File: src/rtl/vga_timing_pkg.sv
// Shared VGA timing types and the 640x480@60 reference constants.
package vga_timing_pkg;

  typedef struct packed {
    int unsigned active;
    int unsigned fp;
    int unsigned pulse;
    int unsigned bp;
    logic        pol;
  } vga_axis_t;

  localparam vga_axis_t VGA_640X480_H = '{active: 640, fp: 16, pulse: 96, bp: 48, pol: 1'b0};
  localparam vga_axis_t VGA_640X480_V = '{active: 480, fp: 10, pulse: 2,  bp: 33, pol: 1'b0};

  function automatic int unsigned axis_total(vga_axis_t a);
    return a.active + a.fp + a.pulse + a.bp;
  endfunction

endpackage

File: src/rtl/vga_axis_timer.sv
// One timing axis: position counter with wrap, registered sync decode,
// and next-position decodes so the parent can register aligned outputs.
module vga_axis_timer
  import vga_timing_pkg::*;
#(
  parameter vga_axis_t   CFG = VGA_640X480_H,
  parameter int unsigned CW  = 10
) (
  input  logic          clk,
  input  logic          rst,
  input  logic          adv,
  output logic [CW-1:0] count,
  output logic          sync,
  output logic          last,
  output logic          active_nxt
);

  localparam int unsigned TOTAL = axis_total(CFG);
  // One bit wider than the counter so a sync end of exactly 2**CW does not wrap.
  localparam logic [CW:0] LAST_W = (CW+1)'(TOTAL - 1);
  localparam logic [CW:0] ACT_W  = (CW+1)'(CFG.active);
  localparam logic [CW:0] BEG_W  = (CW+1)'(CFG.active + CFG.fp);
  localparam logic [CW:0] END_W  = (CW+1)'(CFG.active + CFG.fp + CFG.pulse);

  logic [CW-1:0] count_nxt;
  logic [CW:0]   nxt_w;

  assign last       = ({1'b0, count} == LAST_W);
  assign nxt_w      = {1'b0, count_nxt};
  assign active_nxt = (nxt_w < ACT_W);

  // Next position: reset parks on the final position so the first advance wraps to 0.
  always_comb begin
    count_nxt = count;
    if (rst) begin
      count_nxt = LAST_W[CW-1:0];
    end else if (adv) begin
      count_nxt = last ? '0 : count + CW'(1);
    end
  end

  // Counter and sync register, sync decoded from the next position for zero skew.
  always_ff @(posedge clk) begin
    count <= count_nxt;
    if (rst) begin
      sync <= ~CFG.pol;
    end else begin
      sync <= (nxt_w >= BEG_W && nxt_w < END_W) ? CFG.pol : ~CFG.pol;
    end
  end

endmodule

File: src/rtl/vga_timing_gen.sv
// VGA raster timing generator: x/y position, syncs, video enable and
// line/frame strobes, all registered and mutually aligned.
// Optional macro VGA_TIMING_CE_EN adds a pix_ce pixel clock enable input;
// without it the raster advances every clk cycle.
module vga_timing_gen
  import vga_timing_pkg::*;
#(
  parameter int unsigned H_ACTIVE = VGA_640X480_H.active,
  parameter int unsigned H_FP     = VGA_640X480_H.fp,
  parameter int unsigned H_PULSE  = VGA_640X480_H.pulse,
  parameter int unsigned H_BP     = VGA_640X480_H.bp,
  parameter bit          H_POL    = VGA_640X480_H.pol,
  parameter int unsigned V_ACTIVE = VGA_640X480_V.active,
  parameter int unsigned V_FP     = VGA_640X480_V.fp,
  parameter int unsigned V_PULSE  = VGA_640X480_V.pulse,
  parameter int unsigned V_BP     = VGA_640X480_V.bp,
  parameter bit          V_POL    = VGA_640X480_V.pol,
  parameter int unsigned CW       = 10
) (
  input  logic          clk,
  input  logic          rst,
`ifdef VGA_TIMING_CE_EN
  input  logic          pix_ce,
`endif
  output logic          hsync,
  output logic          vsync,
  output logic          video_on,
  output logic [CW-1:0] x,
  output logic [CW-1:0] y,
  output logic          line_start,
  output logic          frame_start
);

  localparam vga_axis_t H_CFG = '{active: H_ACTIVE, fp: H_FP, pulse: H_PULSE, bp: H_BP, pol: H_POL};
  localparam vga_axis_t V_CFG = '{active: V_ACTIVE, fp: V_FP, pulse: V_PULSE, bp: V_BP, pol: V_POL};
  localparam int unsigned H_TOTAL = axis_total(H_CFG);
  localparam int unsigned V_TOTAL = axis_total(V_CFG);
  localparam bit CFG_OK = (longint'(H_TOTAL) <= (longint'(1) << CW)) &&
                          (longint'(V_TOTAL) <= (longint'(1) << CW)) &&
                          (H_PULSE != 0) && (V_PULSE != 0);

  logic ce;
  logic h_last, v_last;
  logic h_act_nxt, v_act_nxt;
  logic v_adv;

`ifdef VGA_TIMING_CE_EN
  assign ce = pix_ce;
`else
  assign ce = 1'b1;
`endif

  // The line counter steps only when the pixel counter wraps.
  assign v_adv = ce & h_last;

  vga_axis_timer #(.CFG(H_CFG), .CW(CW)) u_h (
    .clk        (clk),
    .rst        (rst),
    .adv        (ce),
    .count      (x),
    .sync       (hsync),
    .last       (h_last),
    .active_nxt (h_act_nxt)
  );

  vga_axis_timer #(.CFG(V_CFG), .CW(CW)) u_v (
    .clk        (clk),
    .rst        (rst),
    .adv        (v_adv),
    .count      (y),
    .sync       (vsync),
    .last       (v_last),
    .active_nxt (v_act_nxt)
  );

  // Video enable and strobes, decoded from the positions the counters move to this edge.
  always_ff @(posedge clk) begin
    if (rst) begin
      video_on    <= 1'b0;
      line_start  <= 1'b0;
      frame_start <= 1'b0;
    end else begin
      video_on    <= h_act_nxt & v_act_nxt;
      line_start  <= ce & h_last;
      frame_start <= ce & h_last & v_last;
    end
  end

  // Timing totals must fit the counters and sync pulses must be non-empty.
  a_cfg_ok : assert property (@(posedge clk) CFG_OK)
    else $error("vga_timing_gen: timing total exceeds 2**CW or a sync pulse width is zero");

endmodule
File: config.mk
export PLATFORM = sky130hd
export DESIGN_NAME = vga_timing_gen
export DESIGN_NICKNAME = d
export VERILOG_FILES = /design/src/rtl/vga_timing_pkg.sv /design/src/rtl/vga_axis_timer.sv /design/src/rtl/vga_timing_gen.sv
export SDC_FILE = /design/constraint.sdc
export NUM_CORES = 1
export LEC_CHECK = 0
export CELL_PAD_IN_SITES_DETAIL_PLACEMENT = 0
export CELL_PAD_IN_SITES_GLOBAL_PLACEMENT = 1
export CORE_ASPECT_RATIO = 0.7
export CORE_MARGIN = 2
export CORE_UTILIZATION = 39
export CTS_CLUSTER_SIZE = 10
export DETAILED_ROUTE_END_ITERATION = 16
export GPL_TIMING_DRIVEN = 0
export PLACE_DENSITY_LB_ADDON = 0.1
export SLEW_MARGIN = 20
export SYNTH_ARGS = -nofsm -noshare
export SYNTH_HDL_FRONTEND = slang
export SYNTH_SLANG_ARGS = --single-unit
File: constraint.sdc
create_clock -name clk -period 4.5 [get_ports clk]
set_input_delay 0.45 -clock clk [delete_from_list [all_inputs] [get_ports clk]]
set_output_delay 0.45 -clock clk [all_outputs]
set_load 0.02 [all_outputs]
==> flow_summary.toml <==
[power]
p_leak_uw = 0.000584
p_clk_share_pct = 14.1
internal_power_uw = 549
sequential_fraction_of_design_power_pct = 34.8
power_density_nw_per_um2 = 636
max-vdd-ir-drop_mv = 0.349
combinational_cell_fraction_of_total_power_pct = 51.1
p_sw_uw = 414
swShare_pct = 43.0

[global_routing]
grt_overflow_total = 0
grt_use_total_pct = 16.5
initial_antenna_violation_count = 0
maximum_number_of_pins_on_one_net_before_global_route_repair = 15
grt_pass1_wl_um = 4460
vias_in_the_first_global_route = 928

[setup_path]
timing.critical_path.to_type = "flop"
critPathKind = "flop to flop"
crit_chain = "ha_1 -> nand4_2 -> or4_4 -> or3_4 -> xor2_1 -> and4bb_1 -> a211oi_1"
cp_data_arrival_time_ns = 2.70
crit_path_max_incr_delay_ns = 0.59
worstPathMaxFanout = 6
cp.required_ns = 4.70
cp_slowest_cell = "or4_4"
crit_path_start_kind = "flop"

[sta]
worstMarginPinSlew_ns = 0.692
hold_violations = 0
period_needed_ns = 2.50
setup_violations = 0
clock_skew_ns = 0.00536
setup_ws_ns = 2.00
max-slew-margin-rel_pct = 53.6
worst_hold_slack_after_final_layout_ns = 0.563
fmax_mhz = 400
final_min_period_over_clock_period_pct = 55.5
rsz0062_at_grt = "false"
slew_violations = 0
fin_setup_tns_ns = 0

[die]
die_y_um = 49.7
io_pins = 27
core_area_um2 = 2820
die_area_um2 = 3440
die_w_um = 69.3
initial_utilization_pct = 41.2
std_cell_rows = 16

[synthesis]
netlist.area_leader.share_pct = 43.0
yosys_warnings = 0
seq_area_frac_synth_pct = 43.0
synth.area.top_cells = "dfxtp_1, xnor2_1, nor2_1"
synth_area_per_cell_um2 = 9.09
synthDominantAreaCellType = "dfxtp_1"
syn-cell-area_um2 = 1160
yosys.cell_types.count = 37
mappedNetlistNets = 133
postSynthCellCount = 128
synth-seq-cells = 25

[clocking]
cts-hold-fix-buffers = 0
cts-resized-gates = 0
clk_latency_ns = 0.27
clkSinkCount = 25
post_cts.repair.setup_buffers = 0
cts-buffers-inserted = 3
cts_tree = "built"
clock_tree.htree_level_count = 1
clk_transition_reported_paths_ns = 0.09
ctsRootBufferMaster = "clkbuf_8"
clockBufferDepth = 2

[route]
drc = 0
route.antenna.remaining_nets = 0
routed-via-count = 1027
routed_wl_um = 2720
wire_per_inst_um = 14.0
average_vias_per_placed_instance = 5.29
drt_pass1_iterations = 4
first_iter_violations = 48

[final_layout]
syn_to_final_growth_pct = 30.2
n_antenna_cell = 0
drive_gt1_share_pct = 8.86
final_cells = 194
postLayoutCellArea_um2 = 1520
finish.net_count = 164

[place]
place_area_um2 = 1470
post-dp-hpwl_um = 2070
dpl_worst_slack_ns = 2.02
gp_congestion = 0.786
placed_cells = 190
numPortBuffers = 26

[min_path]
hold_path_class = "flop to flop"

[run_status]
run_status = "complete, no violations"

[job]
max-cap-violations = 0
## registers in the layout, summed over array words and instances (netlist names)
signal / flops
u_h.count: 10
u_v.count: 10
frame_start: 1
line_start: 1
u_h.sync: 1
u_v.sync: 1
video_on: 1
## power groups by stage
stage | logic (µW) | clock network (µW) | registers (µW)
floorplan | 257 | 0 | 396
global placement | 489 | 0 | 337
detailed placement | 488 | 0 | 340
CTS | 491 | 139 | 336
global route | 532 | 149 | 346
finish | 492 | 136 | 335
## cells by family (layout without fill, tap and decap cells)
logic type	count (synthesis)	count (layout)	share of synthesized area [%]
XOR/XNOR	12	12	9.03
AND/OR/NAND/NOR	58	58	28.7
buffers and inverters	10	40	3.87
multiplexers	1	1	0.860
AO/OA/AOI/OAI	19	19	11.3
adder cells (fa/ha/maj)	3	3	3.23
flip-flops	25	25	43.0
## layer usage
| metal | up-vias | share of wire [%] | GRT usage [%] |
|---|---|---|---|
| met5 | - | 0 | 0 |
| met4 | 0 | 0.55 | 3.92 |
| met3 | 2 | 6.5 | 5.11 |
| met2 | 28 | 40 | 23.1 |
| met1 | 484 | 53 | 24.6 |
| li1 | 513 | - | - |
## path summary, 6_finish.rpt
path,start,to,slack [ns],cells past startpoint
setup / recovery,u_h.count[0],video_on,2.00,7
setup reg to reg,u_h.count[0],video_on,2.00,7
hold / removal,u_v.count[1],u_v.count[1],0.56,2
hold reg to reg,u_v.count[1],u_v.count[1],0.56,2
## synthesized netlist by cell type (all sizes together)
library cell  instances
and4                  1
a21oi                 3
nor4bb                1
nand2                12
or3                   4
or4                   2
nand4                 6
xor2                  4
and4bb                1
or2                   1
xnor2                 8
mux2i                 1
o2111ai               1
a211oi                1
and2                  1
o2bb2ai               1
ha                    3
nor4                  1
nand4bb               1
dfxtp                25
inv                   8
o211a                 2
nand3                 6
buf                   1
o211ai                1
and3                  2
nor2                 13
o21ai                 8
clkbuf                1
nor3                  6
a41oi                 1
a31oi                 1
## worst max-delay path, delay by kind of cell (launching register included)
family | cells | cell delay (ns)
AND/OR/NAND/NOR | 4 | 1.42
flip-flops | 1 | 0.40
adder cells (fa/ha/maj) | 1 | 0.25
AO/OA/AOI/OAI | 1 | 0.19
XOR/XNOR | 1 | 0.17
## placed cells by master (no fill, tap or decap), types with 4 or more instances in the layout
| cell | count |
|---|---|
| nand4_1 | 5 |
| inv_1 | 8 |
| xor2_1 | 4 |
| nor3_1 | 5 |
| nor2_1 | 13 |
| xnor2_1 | 8 |
| nand3_1 | 6 |
| nand2_1 | 12 |
| clkdlybuf4s50_1 | 26 |
| o21ai_0 | 6 |
| dfxtp_1 | 25 |
## through the flow
stage          util [%]  total power [µW]
2_1_floorplan         -               653
4_1_cts            53.7               966
3_3_place_gp       52.0               826
3_5_place_dp       52.0               828
5_1_grt            53.7              1030
6_report           53.7               963
## cell type report
class                           instances  area (µm²)
Tap cell                               36        45.0
Sequential cell                        25         500
Buffer                                  2        15.0
Clock inverter                          1        5.00
Clock buffer                            3        41.3
Multi-Input combinational cell         93         618
Timing Repair Buffer                   26         260
Inverter                                8        30.0
Fill cell                             270        1310
Note: power is estimated with default switching activity, not from simulation.
